[src/rtl/reg_file_param.sv]
// -----------------------------------------------------------------------------
// reg_file_param
//
// Parametrised dual-read, single-write register file for the RISC datapath.
// Read addresses come from decode and the write port from writeback. Both read
// ports are registered and return data one cycle after the address is
// presented. A run-time clear sequencer zeroes the array one entry per cycle
// while busy is high.
//
// Parameters:
//   DATA_W   - register width in bits
//   ADDR_W   - width of every address port
//   DEPTH    - number of registers (2 .. 2**ADDR_W)
//   ZERO_REG - 1: register 0 reads as zero and ignores writes
//
// Ports:
//   clk       in   single clock, rising edge
//   rst_n     in   asynchronous active-low reset (control and read regs only)
//   rd1_addr  in   read port 1 address
//   rd1_data  out  read port 1 data, registered
//   rd2_addr  in   read port 2 address
//   rd2_data  out  read port 2 data, registered
//   wr_en     in   write enable
//   wr_addr   in   write address
//   wr_data   in   write data
//   clr_req   in   one-cycle pulse that starts a clear of all registers
//   busy      out  high while a clear is in progress
//
// Build option:
//   RF_BYPASS_EN - when defined, a committed write to the address being read
//                  in the same cycle is forwarded to the read output
//                  (write-first). When undefined, reads are read-first.
// -----------------------------------------------------------------------------
module reg_file_param #(
  parameter int DATA_W   = 32,
  parameter int ADDR_W   = 5,
  parameter int DEPTH    = 32,
  parameter int ZERO_REG = 1
) (
  input  logic              clk,
  input  logic              rst_n,
  input  logic [ADDR_W-1:0] rd1_addr,
  output logic [DATA_W-1:0] rd1_data,
  input  logic [ADDR_W-1:0] rd2_addr,
  output logic [DATA_W-1:0] rd2_data,
  input  logic              wr_en,
  input  logic [ADDR_W-1:0] wr_addr,
  input  logic [DATA_W-1:0] wr_data,
  input  logic              clr_req,
  output logic              busy
);

  localparam int IDX_W = (DEPTH > 1) ? $clog2(DEPTH) : 1;

  localparam logic [0:0] ST_IDLE  = 1'b0;
  localparam logic [0:0] ST_CLEAR = 1'b1;

  // One extra bit so DEPTH == 2**ADDR_W is representable.
  localparam logic [ADDR_W:0]   DEPTH_X  = (ADDR_W + 1)'(DEPTH);
  localparam logic [ADDR_W-1:0] LAST_PTR = ADDR_W'(DEPTH - 1);

  logic [DATA_W-1:0] mem_q [DEPTH];

  logic [0:0]        state_q,    state_d;
  logic [ADDR_W-1:0] ptr_q,      ptr_d;
  logic [DATA_W-1:0] rd1_data_q, rd1_data_d;
  logic [DATA_W-1:0] rd2_data_q, rd2_data_d;

  logic              wr_commit;
  logic              mem_we;
  logic [IDX_W-1:0]  mem_widx;
  logic [DATA_W-1:0] mem_wdata;
  logic              rd_blank;

  function automatic logic in_range(input logic [ADDR_W-1:0] a);
    return ({1'b0, a} < DEPTH_X);
  endfunction

  function automatic logic is_zero_reg(input logic [ADDR_W-1:0] a);
    return (ZERO_REG != 0) && (a == '0);
  endfunction

  function automatic logic [IDX_W-1:0] to_idx(input logic [ADDR_W-1:0] a);
    return IDX_W'(a);
  endfunction

  // A write only lands while idle, in range, and not on a hardwired zero.
  always_comb begin
    wr_commit = wr_en && (state_q == ST_IDLE) && in_range(wr_addr) &&
                !is_zero_reg(wr_addr);
  end

  // Clear sequencer: the pointer walks 0 .. DEPTH-1 and never wraps.
  always_comb begin
    state_d = state_q;
    ptr_d   = ptr_q;
    case (state_q)
      ST_IDLE: begin
        if (clr_req) begin
          state_d = ST_CLEAR;
          ptr_d   = '0;
        end
      end
      ST_CLEAR: begin
        if (ptr_q == LAST_PTR) begin
          state_d = ST_IDLE;
          ptr_d   = '0;
        end else begin
          ptr_d = ptr_q + ADDR_W'(1);
        end
      end
      default: begin
        state_d = ST_IDLE;
        ptr_d   = '0;
      end
    endcase
  end

  // Single array write port shared by the clear sequencer and writeback;
  // the two are mutually exclusive because writes only commit while idle.
  always_comb begin
    mem_we    = 1'b0;
    mem_widx  = '0;
    mem_wdata = '0;
    if (state_q == ST_CLEAR) begin
      mem_we   = 1'b1;
      mem_widx = to_idx(ptr_q);
    end else if (wr_commit) begin
      mem_we    = 1'b1;
      mem_widx  = to_idx(wr_addr);
      mem_wdata = wr_data;
    end
  end

  // Reads are blanked on the edge that starts a clear, on every clear edge,
  // and on the edge that ends it. This keeps the outputs at zero for the whole
  // busy window and avoids returning the pre-clear value of the last entry.
  always_comb begin
    rd_blank = (state_q == ST_CLEAR) || (state_d == ST_CLEAR);
  end

  always_comb begin
    rd1_data_d = '0;
    if (!rd_blank && in_range(rd1_addr) && !is_zero_reg(rd1_addr)) begin
      rd1_data_d = mem_q[to_idx(rd1_addr)];
`ifdef RF_BYPASS_EN
      if (wr_commit && (rd1_addr == wr_addr)) begin
        rd1_data_d = wr_data;
      end
`endif
    end
  end

  always_comb begin
    rd2_data_d = '0;
    if (!rd_blank && in_range(rd2_addr) && !is_zero_reg(rd2_addr)) begin
      rd2_data_d = mem_q[to_idx(rd2_addr)];
`ifdef RF_BYPASS_EN
      if (wr_commit && (rd2_addr == wr_addr)) begin
        rd2_data_d = wr_data;
      end
`endif
    end
  end

  // Array storage: deliberately not reset.
  always_ff @(posedge clk) begin
    if (mem_we) begin
      mem_q[mem_widx] <= mem_wdata;
    end
  end

  // Control state and registered read outputs.
  always_ff @(posedge clk or negedge rst_n) begin
    if (!rst_n) begin
      state_q    <= ST_IDLE;
      ptr_q      <= '0;
      rd1_data_q <= '0;
      rd2_data_q <= '0;
    end else begin
      state_q    <= state_d;
      ptr_q      <= ptr_d;
      rd1_data_q <= rd1_data_d;
      rd2_data_q <= rd2_data_d;
    end
  end

  assign rd1_data = rd1_data_q;
  assign rd2_data = rd2_data_q;
  assign busy     = (state_q == ST_CLEAR);

endmodule

[config.mk]
export PLATFORM = sky130hd
export DESIGN_NAME = reg_file_param
export DESIGN_NICKNAME = d
export VERILOG_FILES = /design/src/rtl/reg_file_param.sv
export SDC_FILE = /design/constraint.sdc
export NUM_CORES = 1
export LEC_CHECK = 0
export CAP_MARGIN = 40
export CORE_ASPECT_RATIO = 1.75
export CORE_MARGIN = 1
export CORE_UTILIZATION = 56
export CTS_CLUSTER_DIAMETER = 200
export DETAILED_ROUTE_END_ITERATION = 7
export PLACE_DENSITY = 0.75
export SLEW_MARGIN = 0
export SYNTH_ARGS = -nofsm -noshare
export SYNTH_HDL_FRONTEND = slang
export SYNTH_SLANG_ARGS = --single-unit
export TNS_END_PERCENT = 50
[constraint.sdc]
create_clock -name clk -period 3.1 [get_ports clk]
set_clock_uncertainty 0.2 [all_clocks]
set_input_delay 0.775 -clock clk [delete_from_list [all_inputs] [get_ports clk]]
set_output_delay 0.775 -clock clk [all_outputs]
set_load 0.01 [all_outputs]
==> results of run 1 <==
[sequential cells by signal, indices dropped and copies added, names as in the netlist]
name      cells
mem_q      1024
ptr_q         5
rd1_data     32
busy          1
rd2_data     32
[per-stage QoR]
step           instances  total power (uW)  area [um2]  hold slack, ns
2_1_floorplan       3153             21900       50900           0.279
6_report            4684             38500       60200           0.369
3_3_place_gp        4504             25100       56700           0.327
4_1_cts             4682             38400       60200           0.358
3_5_place_dp        4504             25400       56700           0.343
5_1_grt             4682             39300       60200           0.379
[repair_timing]
action | in CTS | in global routing
hold endpoints to repair | 31 | 0
endpoints found under the setup margin | 1 | 0
resized for setup | 1 | 0
hold buffers | 1 | 0
[cell type report]
cell class / count / area, um2 / area share, %
Sequential cell: 1094 / 32500 / 54.0
Multi-Input combinational cell: 1816 / 17200 / 28.6
Timing Repair Buffer: 418 / 5510 / 9.16
Clock buffer: 118 / 2620 / 4.35
Tap cell: 1176 / 1470 / 2.45
Clock inverter: 59 / 847 / 1.41
Antenna cell: 2 / 5.00 / 0.00832
Inverter: 1 / 3.75 / 0.00624
[synthesized netlist by cell type (4+ instances only)]
| master | count | area, um2 |
|---|---|---|
| sky130_fd_sc_hd__nand2_1 | 81 | 304 |
| sky130_fd_sc_hd__buf_12 | 6 | 120 |
| sky130_fd_sc_hd__buf_4 | 56 | 420 |
| sky130_fd_sc_hd__and2_1 | 36 | 225 |
| sky130_fd_sc_hd__mux2i_1 | 768 | 7690 |
| sky130_fd_sc_hd__buf_6 | 20 | 225 |
| sky130_fd_sc_hd__mux2_2 | 64 | 721 |
| sky130_fd_sc_hd__a22oi_1 | 385 | 2890 |
| sky130_fd_sc_hd__buf_2 | 72 | 360 |
| sky130_fd_sc_hd__nor2_1 | 40 | 150 |
| sky130_fd_sc_hd__clkbuf_1 | 76 | 285 |
| sky130_fd_sc_hd__dfrtp_1 | 70 | 1750 |
| sky130_fd_sc_hd__nand4_1 | 64 | 400 |
| sky130_fd_sc_hd__a22o_1 | 4 | 35.0 |
| sky130_fd_sc_hd__nor3b_2 | 4 | 50.1 |
| sky130_fd_sc_hd__o21ai_0 | 8 | 40.0 |
| sky130_fd_sc_hd__and3_1 | 5 | 31.3 |
| sky130_fd_sc_hd__buf_8 | 6 | 90.1 |
| sky130_fd_sc_hd__nor2b_1 | 9 | 56.3 |
| sky130_fd_sc_hd__nand3_1 | 192 | 961 |
| sky130_fd_sc_hd__edfxtp_1 | 1024 | 30700 |
| sky130_fd_sc_hd__mux4_2 | 80 | 1800 |
| sky130_fd_sc_hd__mux4_1 | 48 | 1260 |
| sky130_fd_sc_hd__buf_1 | 6 | 22.5 |
[power by group through the flow]
stage                     clock network [uW]  registers (uW)  logic (uW)
after global placement                     0           18700        6370
after global routing                   13800           18700        6820
after floorplan                            0           18700        3240
final                                  13200           18600        6650
after detailed placement                   0           18900        6520
after CTS                              13300           18600        6560
[layout by cell type (no fill, tap or decap), types with 6 or more instances in the layout]
| cell | n |
|---|---|
| sky130_fd_sc_hd__a22oi_1 | 385 |
| sky130_fd_sc_hd__mux4_1 | 48 |
| sky130_fd_sc_hd__clkdlybuf4s50_1 | 108 |
| sky130_fd_sc_hd__clkinv_2 | 15 |
| sky130_fd_sc_hd__edfxtp_1 | 1024 |
| sky130_fd_sc_hd__nand3_1 | 192 |
| sky130_fd_sc_hd__clkinv_1 | 8 |
| sky130_fd_sc_hd__bufinv_16 | 20 |
| sky130_fd_sc_hd__nand4_1 | 64 |
| sky130_fd_sc_hd__buf_4 | 137 |
| sky130_fd_sc_hd__nor2b_4 | 7 |
| sky130_fd_sc_hd__clkbuf_8 | 7 |
| sky130_fd_sc_hd__clkbuf_16 | 99 |
| sky130_fd_sc_hd__buf_12 | 166 |
| sky130_fd_sc_hd__nand2_1 | 81 |
| sky130_fd_sc_hd__nor2_4 | 36 |
| sky130_fd_sc_hd__and2_1 | 32 |
| sky130_fd_sc_hd__clkinv_4 | 6 |
| sky130_fd_sc_hd__mux4_2 | 80 |
| sky130_fd_sc_hd__o21ai_0 | 8 |
| sky130_fd_sc_hd__dfrtp_1 | 69 |
| sky130_fd_sc_hd__mux2_2 | 64 |
| sky130_fd_sc_hd__clkbuf_1 | 12 |
| sky130_fd_sc_hd__mux2i_1 | 768 |
[worst paths after layout]
kind / startpoint / endpoint
setup / recovery: busy$_DFF_PN0_ / busy
hold / removal: ptr_q[1]$_DFFE_PN0P_ / ptr_q[1]$_DFFE_PN0P_
setup reg to reg: busy$_DFF_PN0_ / rd2_data[29]$_DFF_PN0_
hold reg to reg: ptr_q[1]$_DFFE_PN0P_ / ptr_q[1]$_DFFE_PN0P_
max in group asynchronous: rst_n / rd2_data[5]$_DFF_PN0_
min in group asynchronous: rst_n / rd2_data[22]$_DFF_PN0_
[cells by family after synthesis]
logic type,count (synthesis)
AO/OA/AOI/OAI,410
adder cells (fa/ha/maj),2
buffers and inverters,243
flip-flops,1094
multiplexers,960
AND/OR/NAND/NOR,444
[layer usage]
metal	global-route usage (%)	vias to the layer above	part of all wire (%)
met4	36.1	2	11
li1	-	13400	-
met1	41.0	16800	31
met5	0	-	0.0070
met2	62.8	2229	50
met3	5.02	678	8.0
==> out/results.env, run 1 <==
DRTITER0DRC=4246
CP_TOP_FAMILY='flip-flops'
REPORT.FINAL.HOLD_VIOL_COUNT=0
TIMING.SLEW.HEADROOM_PCT=51.3
CRITICAL_PATH_REQUIRED_NS=2.12
LAYOUT-AREA-OVERHEAD-VS-SYNTH_PCT=18.3
CRITICAL_PATH_S_LARGEST_STAGE_DELAY_NS=0.64
DIE_Y_UM=401
SYNTH_TOP_FAMILY_BY_AREA='multiplexers'
SYNTH_EDF_COUNT=1024
CLOCK_POWER_SHARE_PCT=34.4
CP.BUFFERS_INVERTERS=1
CP_DATA_ARRIVAL_TIME_NS=1.95
SYN-NUM-NETS=3206
SETUP_REPAIR_AFTER_GLOBAL_ROUTING_MISSED_ITS_MARGIN='false'
SYNTH-XOR-AREA-SHARE_PCT=0
CRITPATHMAXFANOUT=29
REMAINING_DRC_ERRORS=0
START_UTIL_PCT=56.8
FMAX_GHz=0.342
WORSTHOLDPATHCELLS=1
SYNTH.AVG_CELL_AREA_UM2=16.1
WORST_PIN_SLEW_NS=0.731
POST-ROUTE-WORST-SETUP-SLACK_NS=0.177
MULTIPLEXER_SHARE_OF_THE_SYNTHESIZED_AREA_PCT=22.5
MAXIMUM_NUMBER_OF_BUFFERS_FROM_CLOCK_ROOT_TO_SINK=3
SLEW_VIOL_FINAL=0
GLOBAL_ROUTE_WIRE_LENGTH_BEFORE_REPAIR_UM=243000
FP.COREAREA_UM2=89600
POST_SYNTH_ADDER_CELL_AREA_PCT=0.0492
STATIC-LEAKAGE-POWER_uW=0.0222
COUNT_OF_BUFFERS_INSERTED_AT_THE_TOP_LEVEL_PORTS=115
ANTENNA_VIOLATIONS_BEFORE_REPAIR=1
POWER_REPORT.INTERNAL_TOTAL_uW=28200
N_FILL_CELL=5923
RR_WORST_DEPTH=6
CTS_BUFFERS=94
SETUP_VIOL=0
FINAL.SETUP.TNS_NS=0
RUN_STATUS='completed'
PWR_DENSITY_CELL_nW_PER_UM2=640
POSTROUTEWIRELENGTH_UM=173000
POST-CTS-SETUP-BUFFER-COUNT=0
CTS-ROOT-BUF='sky130_fd_sc_hd__clkbuf_16'
DRTANTENNAVIOLNETS=0
CLOCK_SINK_COUNT=1094
POSTSYNTHCELLCOUNT=3153
WL_PER_CELL_UM=36.8
MAX-CAP-VIOLATIONS=0
PLACE_WS_NS=-0.131
TIMING.HOLD.WORST.CLASS='reg2reg'
LAYOUT.CORE_UTILIZATION_PCT=67.1
HTREEDEPTH=3
DR_TOTAL_VIAS=33100
VIAS_CELL=7.06
GRT_MAX_DEGREE=64
PEAK_SUPPLY_DROP_mV=0.565
POST_DETAILED_PLACEMENT_HALF_PERIMETER_WIRELENGTH_UM=114000
YS_DOMINANT_REG_CELL='sky130_fd_sc_hd__edfxtp_1'
REG2REG_SETUP_SLACK_NS=0.57
CRITPATHLAUNCHTYPE='flip-flop'
ASYNC_FLOP_SHARE_PCT=6.40
TOTAL_NUMBER_OF_CELLS_ALONG_THE_WORST_SETUP_PATH=1
NETS=3478
YOSYS_WARNINGS=0
SETUP.WORST_PATH.END_CLASS='output port'
SIMPLE_GATE_SHARE_OF_THE_SYNTHESIZED_AREA_PCT=4.50
TIMING.SETUP.CRITICAL_PATH_CLASS='reg2out'
FIRST_GLOBAL_VIAS=34100
CTS_TREE='done'
SYNTH.DISTINCT_CELLS=41
REMAINING_GLOBAL_ROUTE_OVERFLOW=0
CLK_PIN_SLEW_WORST_PATHS_NS=0.07
DIE_W_UM=230
SYNTH-COMPOUND-AREA-SHARE_PCT=6.01
DIEAREA_UM2=92100
SEQ_POWER_SHARE_PCT=48.3
COMB_POWER_SHARE_PCT=17.3
SYNTH.FF_LATCH_COUNT=1094
FIRSTDRTPASSITERS=8
FINALWEIGHTEDCONGESTION=1.05
NUM_IO_PINS=116
GRT.TOTAL_USAGE_PCT=37.6
SW_FRAC_OF_TOTAL_PCT=26.7
CRITICAL_PATH_SLOWEST_STAGE_CELL='sky130_fd_sc_hd__dfrtp_2'
NETLIST_AREA_UM2=50900
FINALCRITICALPERIOD_NS=2.92
LAYOUT-DRIVE-GT1-SHARE_PCT=19.1
CRITICAL_PATH.CELL_CHAIN='clkdlybuf4s50_1'
NUM_ROWS=145
FINAL_MIN_PERIOD_OVER_CLOCK_PERIOD_PCT=94.3
CLOCK_INSERTION_DELAY_WORST_SKEW_NS=0.72
YS_SEQ_AREA_SHARE_PCT=63.9
NET-SWITCHING-POWER_uW=10300
No activity file was read; power rests on OpenSTA's default activity.
==> inputs of run 2 (changes only) <==
--- a/config.mk
+++ b/config.mk
@@ -12,6 +12,7 @@
 export CTS_CLUSTER_DIAMETER = 200
 export DETAILED_ROUTE_END_ITERATION = 7
 export PLACE_DENSITY = 0.75
+export SETUP_SLACK_MARGIN = 0.1
 export SLEW_MARGIN = 0
 export SYNTH_ARGS = -nofsm -noshare
 export SYNTH_HDL_FRONTEND = slang
==> results of run 2 <==
The final DEF is identical to that of run 1; final timing and power are the same.
